### config.mk
export PLATFORM = sky130hd
export DESIGN_NAME = mux_scan_seq_flat
export DESIGN_NICKNAME = d
export VERILOG_FILES = /design/src/rtl/mux_scan_seq_if.sv /design/src/rtl/mux_scan_seq.sv /design/src/flat_wrapper.sv
export SDC_FILE = /design/constraint.sdc
export NUM_CORES = 1
export LEC_CHECK = 0
export ABC_AREA = 0
export BUFFER_PORTS_ARGS = -buffer_cell sky130_fd_sc_hd__buf_2
export CORE_MARGIN = 2
export CORE_UTILIZATION = 30
export DETAILED_ROUTE_END_ITERATION = 6
export GPL_TIMING_DRIVEN = 0
export PLACE_DENSITY = 0.52
export SLEW_MARGIN = 10
export SYNTH_ARGS = -nofsm -noshare
export SYNTH_HDL_FRONTEND = slang
export SYNTH_SLANG_ARGS = --single-unit
### constraint.sdc
create_clock -name clk -period 1.72 [get_ports clk]
set_input_delay 0.344 -clock clk [delete_from_list [all_inputs] [get_ports clk]]
set_output_delay 0.344 -clock clk [all_outputs]
set_load 0.005 [all_outputs]
### src/rtl/mux_scan_seq_if.sv
// Bus bundle between mux_scan_seq and its neighbours.
// It carries the scan control, the 8:1 mux select/sample pair and the sample output handshake.
interface mux_scan_seq_if #(
  parameter int WIDTH = 3
);
  logic             start;
  logic             abort;
  logic [7:0]       chan_mask;
  logic [WIDTH-1:0] mux_y;
  logic             s2;
  logic             s1;
  logic             s0;
  logic [WIDTH-1:0] out_data;
  logic [2:0]       out_chan;
  logic             out_valid;
  logic             out_ready;
  logic             busy;
  logic             done;

  modport slave (
    input  start, abort, chan_mask, mux_y, out_ready,
    output s2, s1, s0, out_data, out_chan, out_valid, busy, done
  );

  modport master (
    output start, abort, chan_mask, mux_y, out_ready,
    input  s2, s1, s0, out_data, out_chan, out_valid, busy, done
  );
endinterface

### src/rtl/mux_scan_seq.sv
// Channel scanner driving the select lines of an 8:1 mux and streaming the samples out.
// Optional macro MUX_SCAN_LOOP_EN: wrap to the lowest enabled channel forever instead of one pass.
module mux_scan_seq #(
  parameter int WIDTH = 3
) (
  input  logic          clk,
  input  logic          rst_n,
  mux_scan_seq_if.slave bus,
  output logic [1:0]    dbg_state
);

  typedef enum logic [1:0] {
    IDLE = 2'd0,
    SEL  = 2'd1,
    HOLD = 2'd2
  } state_t;

  state_t           state_q, state_d;
  logic [7:0]       mask_q, mask_d;
  logic [2:0]       sel_q, sel_d;
  logic [2:0]       chan_q, chan_d;
  logic [WIDTH-1:0] data_q, data_d;
  logic             valid_q, valid_d;
  logic             done_q, done_d;
  logic [7:0]       higher;

  function automatic logic [2:0] lowest_set(input logic [7:0] m);
    lowest_set = 3'd0;
    for (int i = 7; i >= 0; i--) begin
      if (m[i]) lowest_set = 3'(i);
    end
  endfunction

  // Enabled channels strictly above the one currently selected.
  assign higher = mask_q & (8'hFE << sel_q);

  // Output handshake: a sample transfers at a rising edge where out_valid and out_ready are
  // both high; while out_valid is high and out_ready low, data, channel and select hold still.
  always_comb begin
    state_d = state_q;
    mask_d  = mask_q;
    sel_d   = sel_q;
    chan_d  = chan_q;
    data_d  = data_q;
    valid_d = valid_q;
    done_d  = 1'b0;
    case (state_q)
      IDLE: begin
        if (bus.start && !bus.abort) begin
          mask_d = bus.chan_mask;
          if (bus.chan_mask != 8'h00) begin
            state_d = SEL;
            sel_d   = lowest_set(bus.chan_mask);
          end else begin
            done_d = 1'b1;
          end
        end
      end
      SEL: begin
        if (bus.abort) begin
          state_d = IDLE;
          sel_d   = 3'd0;
          valid_d = 1'b0;
        end else begin
          state_d = HOLD;
          data_d  = bus.mux_y;
          chan_d  = sel_q;
          valid_d = 1'b1;
        end
      end
      HOLD: begin
        if (bus.abort) begin
          state_d = IDLE;
          sel_d   = 3'd0;
          valid_d = 1'b0;
        end else if (bus.out_ready) begin
          valid_d = 1'b0;
          if (higher != 8'h00) begin
            state_d = SEL;
            sel_d   = lowest_set(higher);
          end else begin
`ifdef MUX_SCAN_LOOP_EN
            state_d = SEL;
            sel_d   = lowest_set(mask_q);
`else
            state_d = IDLE;
            sel_d   = 3'd0;
            done_d  = 1'b1;
`endif
          end
        end
      end
      default: begin
        state_d = IDLE;
        sel_d   = 3'd0;
        valid_d = 1'b0;
      end
    endcase
  end

  always_ff @(posedge clk or negedge rst_n) begin
    if (!rst_n) begin
      state_q <= IDLE;
      mask_q  <= 8'h00;
      sel_q   <= 3'd0;
      chan_q  <= 3'd0;
      data_q  <= '0;
      valid_q <= 1'b0;
      done_q  <= 1'b0;
    end else begin
      state_q <= state_d;
      mask_q  <= mask_d;
      sel_q   <= sel_d;
      chan_q  <= chan_d;
      data_q  <= data_d;
      valid_q <= valid_d;
      done_q  <= done_d;
    end
  end

  assign bus.s2        = sel_q[2];
  assign bus.s1        = sel_q[1];
  assign bus.s0        = sel_q[0];
  assign bus.out_data  = data_q;
  assign bus.out_chan  = chan_q;
  assign bus.out_valid = valid_q;
  assign bus.busy      = (state_q != IDLE);
  assign bus.done      = done_q;
  assign dbg_state     = state_q;

endmodule

### src/flat_wrapper.sv
// flat-port wrapper written by rule: the top's interface ports become plain ports
module mux_scan_seq_flat 
#(
  parameter int WIDTH = 3
)
  (clk, rst_n, dbg_state, bus_start, bus_abort, bus_chan_mask, bus_mux_y, bus_out_ready, bus_s2, bus_s1, bus_s0, bus_out_data, bus_out_chan, bus_out_valid, bus_busy, bus_done);
  mux_scan_seq_if #(.WIDTH(WIDTH)) bus_i ();
  input  logic clk;
  input  logic rst_n;
  output logic [1:0] dbg_state;
  input wire logic [$bits(bus_i.start)-1:0] bus_start;
  input wire logic [$bits(bus_i.abort)-1:0] bus_abort;
  input wire logic [$bits(bus_i.chan_mask)-1:0] bus_chan_mask;
  input wire logic [$bits(bus_i.mux_y)-1:0] bus_mux_y;
  input wire logic [$bits(bus_i.out_ready)-1:0] bus_out_ready;
  output wire logic [$bits(bus_i.s2)-1:0] bus_s2;
  output wire logic [$bits(bus_i.s1)-1:0] bus_s1;
  output wire logic [$bits(bus_i.s0)-1:0] bus_s0;
  output wire logic [$bits(bus_i.out_data)-1:0] bus_out_data;
  output wire logic [$bits(bus_i.out_chan)-1:0] bus_out_chan;
  output wire logic [$bits(bus_i.out_valid)-1:0] bus_out_valid;
  output wire logic [$bits(bus_i.busy)-1:0] bus_busy;
  output wire logic [$bits(bus_i.done)-1:0] bus_done;
  assign bus_i.start = bus_start;
  assign bus_i.abort = bus_abort;
  assign bus_i.chan_mask = bus_chan_mask;
  assign bus_i.mux_y = bus_mux_y;
  assign bus_i.out_ready = bus_out_ready;
  assign bus_s2 = bus_i.s2;
  assign bus_s1 = bus_i.s1;
  assign bus_s0 = bus_i.s0;
  assign bus_out_data = bus_i.out_data;
  assign bus_out_chan = bus_i.out_chan;
  assign bus_out_valid = bus_i.out_valid;
  assign bus_busy = bus_i.busy;
  assign bus_done = bus_i.done;
  mux_scan_seq #(.WIDTH(WIDTH)) u_core (.clk(clk), .rst_n(rst_n), .bus(bus_i), .dbg_state(dbg_state));
endmodule
==> metrics.cfg, run 1 <==
[sta]
final-hold-violation-count = 0
period_share = 0.9687
final.min_clock_period_ps = 1666
max_slew_margin = 0.6830
final.setup_skew_ps = 7.289
fmax_ghz = 0.6002
slew_viol_final = 0
rsz0062_at_grt = false
setup_viol = 0
max_slew.worst_pin.slew_ps = 473.8
fin_tns_setup_ps = 0

[hold_path]
hp-start = bus_mux_y[2]
hold_path_depth = 2
hp-class = in -> reg
hold_path_end = u_core.bus.out_data[2]$_DFFE_PN0P_

[critical_path]
reg2reg_slack_ps = 50
r2r-start = u_core.dbg_state[0]$_DFFE_PN0P_
cp.required_ps = 1920
worstSetupStartpointType = flip-flop
critPathMaxFanout = 9
r2r-end = u_core.mask_q[5]$_DFFE_PN0P_
worstSetupStartpoint = u_core.dbg_state[0]$_DFFE_PN0P_
reg2reg_depth = 4
crit_arrival_ps = 1870
crit_path_end_kind = flip-flop
critPathKind = reg -> reg

[floorplan]
die_area_sq_mm = 0.004135
die_y_um = 64.31
num_rows = 21
ios = 30
die_x_um = 64.31
start_util = 0.3194
coreArea_sq_mm = 0.003416

[yosys]
yosysTopAreaCell = dfrtp_1
synthCells = 109
synthTopCellsByArea = dfrtp_1, mux2_2, mux2_1, nor2_1, a21oi_1
syn_nets = 125
netlist_area_sq_mm = 0.001091
synth-seq-area-share = 0.4587
synth-main-ff-cell = dfrtp_1
ys_ff_latch = 20
yosysMostFrequentCell = dfrtp_1
synth_edf_count = 0
synth_top_area_frac = 0.4587
synth_warnings = 0
synthTopCellsByCount = dfrtp_1, nor2_1, a21oi_1, mux2_2, nand2b_1
synth_area_per_cell_sq_um = 10.01
ys_types = 38
async_flop_share = 1.000

[drt]
drt_iter0_drc = 23
via_count = 932
wirelength_um = 2523
drc = 0
postRouteAntennaNets = 0
vias_per_cell = 4.931
wl_per_cell_um = 13.35
drtPass1Iterations = 4

[clock_network]
postCtsSetupBuffers = 0
cts_buffers = 3
htreeDepth = 1
cts_tree = yes
cts_buffer_depth = 2
clkSinkCount = 20
insertion_delay_ps = 300
cts.clk_slew.worst_paths_ps = 120
clock-root-buffer = clkbuf_4

[global_routing]
antenna_found_initial = 0
grt_pass1_vias = 937
grt_max_degree = 21
grt_pass1_wl_um = 4360
grt.total_usage = 0.1369
grt_overflow = 0

[place]
gp_congestion = 0.8160
dpl.hpwl_um = 1941
place_area_sq_mm = 0.001294
place_inst = 184
port_buffers = 29

[layout]
final_net_count = 160
drive_gt1_frac = 0.3357
final_area_sq_mm = 0.001341
insertedDiodeCount = 0
post-route-util = 0.3927
syn_to_final_growth_pct = 22.94
final_cells = 189

[power]
ir_worst_vdd_mv = 0.5688
power_mw = 1.496
powerDensity_mw_per_mm2 = 1116
leakage_nw = 0.6049

[job]
cap_violations = 0

[run_status]
status = finished clean

## logic make-up after synthesis
logic type             synth area share
buffers and inverters           0.02866
flip-flops                       0.4587
AND/OR/NAND/NOR                  0.1801
AO/OA/AOI/OAI                    0.1996
multiplexers                     0.1330
## placed cells by master (no fill, tap or decap), types with 4 or more instances in the layout
cell,n
a21oi_1,8
a31oi_1,4
buf_2,30
dfrtp_1,20
inv_1,5
mux2_1,4
mux2_2,8
nand2b_1,6
nor2_1,12
## sequential cells by signal, summed over array words and instances, names as in the netlist
signal / count
u_core.dbg_state: 2
u_core.bus.out_valid: 1
u_core.bus.out_data: 3
u_core.sel_q: 3
u_core.mask_q: 7
u_core.bus.done: 1
u_core.bus.out_chan: 3
## worst max-delay path: stages, from the launching register on
cell and delay [ps]:
dfrtp_1 490, nor2_1 210, inv_2 100, nor2_2 390
mux2_2 390
## final cells by class
cell class,instances,area [sq um]
clock buffers,4,36.28
flip-flops and latches,20,500.5
plain buffers,2,10.01
inverters,6,22.52
well taps,46,57.56
multi-input cells,81,559.3
fillers,368,2074
repair buffers,30,155.1
## power breakdown
| part | switching, mW | internal [mW] |
|---|---|---|
| Combinational | 0.254 | 0.262 |
| Clock | 0.150 | 0.129 |
| Sequential | 0.106 | 0.596 |
| Total | 0.509 | 0.987 |
## worst max path at each step
| stage | slack, ps | end | cells past startpoint |
|---|---|---|---|
| global placement | 30 | u_core.sel_q[1]$_DFFE_PN0P_ | 6 |
| finish | 50 | u_core.mask_q[5]$_DFFE_PN0P_ | 4 |
| global route | 3 | u_core.mask_q[2]$_DFFE_PN0P_ | 4 |
| CTS | 70 | u_core.mask_q[5]$_DFFE_PN0P_ | 4 |
| detailed placement | 30 | u_core.sel_q[1]$_DFFE_PN0P_ | 6 |
| floorplan | 250 | u_core.mask_q[1]$_DFFE_PN0P_ | 4 |
## stage by stage
step / setup WS [ps] / hold WS, ps
finish: 53.86 / 252.9
detailed placement: 25.93 / 318.4
global route: 3.382 / 235.1
floorplan: 249.0 / 48.41
global placement: 34.77 / 318.4
CTS: 68.40 / 245.5
## per-layer routing
| metal | vias to the layer above | global-route usage | share of wire |
|---|---|---|---|
| met1 | 442 | 0.1803 | 0.48 |
| met3 | 2 | 0.02289 | 0.038 |
| met4 | 0 | 0.04787 | 0.0075 |
| li1 | 465 | - | - |
| met2 | 23 | 0.2266 | 0.48 |
| met5 | - | 0 | 0 |
## what timing repair did
action	in CTS	in global routing
hold endpoints to repair	20	0
hold buffers	1	0
endpoints found under the setup margin	0	1
resized for setup	0	2
No activity file was read; power rests on OpenSTA's default activity.
==> run 2: changes to the inputs <==
--- a/config.mk
+++ b/config.mk
@@ -12,6 +12,7 @@
 export DETAILED_ROUTE_END_ITERATION = 6
 export GPL_TIMING_DRIVEN = 0
 export PLACE_DENSITY = 0.52
+export RECOVER_POWER = 100
 export SLEW_MARGIN = 10
 export SYNTH_ARGS = -nofsm -noshare
 export SYNTH_HDL_FRONTEND = slang
==> metrics.cfg, run 2 (synthesis results as in run 1) <==
[run_status]
status = finished clean

[critical_path]
cp.required_ps = 1920
crit_path_end_kind = flip-flop
slowest_delay_ps = 490
critPathSlowestCell = dfrtp_1
reg2reg_slack_ps = 50
critPathKind = reg -> reg
r2r-start = u_core.dbg_state[0]$_DFFE_PN0P_
crit_arrival_ps = 1870
worstSetupStartpointType = flip-flop
path_cells = nor2_1 -> inv_2 -> nor2_2 -> mux2_2
critPathMaxFanout = 9
reg2reg_depth = 4
r2r-end = u_core.mask_q[5]$_DFFE_PN0P_

[global_routing]
grt_pass1_vias = 937
grt.total_usage = 0.1369
antenna_found_initial = 0
grt_max_degree = 21
grt_overflow = 0
grt_pass1_wl_um = 4360

[clock_network]
postCtsSetupBuffers = 0
insertion_delay_ps = 300
cts_buffer_depth = 2
clkSinkCount = 20
clock-root-buffer = clkbuf_4
cts_tree = yes
cts.clk_slew.worst_paths_ps = 120
htreeDepth = 1
cts_buffers = 3

[power]
powerDensity_mw_per_mm2 = 1115
swShare = 0.3417
internal_power_uw = 978.6
leakage_nw = 0.5853
clockPowerShare = 0.187
pwr-share-comb = 0.340
power_switching_uw = 507.9
power_frac_seq = 0.473
ir_worst_vdd_mv = 0.5596

[drt]
drc = 0
via_count = 932
postRouteAntennaNets = 0
drt_iter0_drc = 23
drtPass1Iterations = 4
wl_per_cell_um = 13.35
wirelength_um = 2524
vias_per_cell = 4.931

[sta]
slew_viol_final = 0
setup_viol = 0
fin_tns_setup_ps = 0
fmax_ghz = 0.5999
final.min_clock_period_ps = 1667
max_slew_margin = 0.2593
final.setup_skew_ps = 6.726
period_share = 0.9691
max_slew.worst_pin.slew_ps = 1111
final-hold-violation-count = 0
rsz0062_at_grt = false

[layout]
regMostFlops = u_core.mask_q
drive_gt1_frac = 0.2937
final_cell_mix = buf_2, dfrtp_1, nor2_1
final_area_sq_mm = 0.001334
final_net_count = 160
mostFrequentLayoutCell = buf_2
insertedDiodeCount = 0
syn_to_final_growth_pct = 22.25
post-route-util = 0.3905
largest_reg_flops = 7
fillCellCount = 370

[job]
cap_violations = 0

[floorplan]
ios = 30
start_util = 0.3194
die_area_sq_mm = 0.004135
num_rows = 21
coreArea_sq_mm = 0.003416
die_y_um = 64.31
die_x_um = 64.31

[place]
port_buffers = 29
dpl.hpwl_um = 1941
place_area_sq_mm = 0.001294
gp_congestion = 0.8160

[hold_path]
hold_path_end = u_core.bus.out_data[2]$_DFFE_PN0P_
hp-start = bus_mux_y[2]
hold_path_depth = 2
hp-class = in -> reg

-- run 2: what timing repair did --
| action | 4_1_cts | 5_1_grt |
|---|---|---|
| setup endpoints to repair | 0 | 1 |
| gates resized for setup | 0 | 2 |
| hold endpoints to repair | 20 | 0 |
| hold buffers | 1 | 0 |
-- run 2: per-stage QoR --
| stage | setup slack [ps] | hold WS, ps | total power [mW] | instances |
|---|---|---|---|---|
| finish | 53.13 | 252.9 | 1.487 | 189 |
| global route | 3.169 | 235.1 | 1.623 | 189 |
| CTS | 68.40 | 245.5 | 1.518 | 189 |
| detailed placement | 25.93 | 318.4 | 1.231 | 184 |
| global placement | 34.77 | 318.4 | 1.215 | 184 |
| floorplan | 249.0 | 48.41 | 1.016 | 109 |
-- run 2: worst max-delay path by stage --
stage                                               start                      endpoint  slack [ps]  cells after the start
after floorplan           u_core.dbg_state[0]$_DFFE_PN0P_  u_core.mask_q[1]$_DFFE_PN0P_         250                      4
after global placement                   bus_chan_mask[4]   u_core.sel_q[1]$_DFFE_PN0P_          30                      6
after detailed placement                 bus_chan_mask[4]   u_core.sel_q[1]$_DFFE_PN0P_          30                      6
after CTS                 u_core.dbg_state[0]$_DFFE_PN0P_  u_core.mask_q[5]$_DFFE_PN0P_          70                      4
after global routing          u_core.sel_q[1]$_DFFE_PN0P_   u_core.sel_q[2]$_DFFE_PN0P_           3                      6
final                     u_core.dbg_state[0]$_DFFE_PN0P_  u_core.mask_q[5]$_DFFE_PN0P_          50                      4
-- run 2: critical path, delay by kind of cell, from the launching register on --
family                 cells  cell delay, ps
buffers and inverters      1             100
flip-flops                 1             490
multiplexers               1             390
AND/OR/NAND/NOR            2             600
-- run 2: metal layers --
layer  vias up  GRT usage  share of wire
met1       442     0.1803           0.48
met5         -          0              0
met3         2    0.02289          0.040
li1        465          -              -
met2        23     0.2266           0.48
met4         0    0.04787         0.0075
-- run 2: cell type report --
type,instances,area [sq um],area share
inverters,6,22.52,0.01689
clock buffers,4,36.28,0.02720
plain buffers,2,10.01,0.007505
flip-flops and latches,20,500.5,0.3752
multi-input cells,81,559.3,0.4193
well taps,46,57.56,0.04315
repair buffers,30,147.6,0.1107
-- run 2: power by group through the flow --
stage	Combinational, mW	Clock (mW)	Sequential, mW
2_1_floorplan	0.319	0	0.697
3_3_place_gp	0.509	0	0.706
3_5_place_dp	0.517	0	0.715
4_1_cts	0.522	0.290	0.706
5_1_grt	0.572	0.323	0.727
6_report	0.506	0.278	0.702
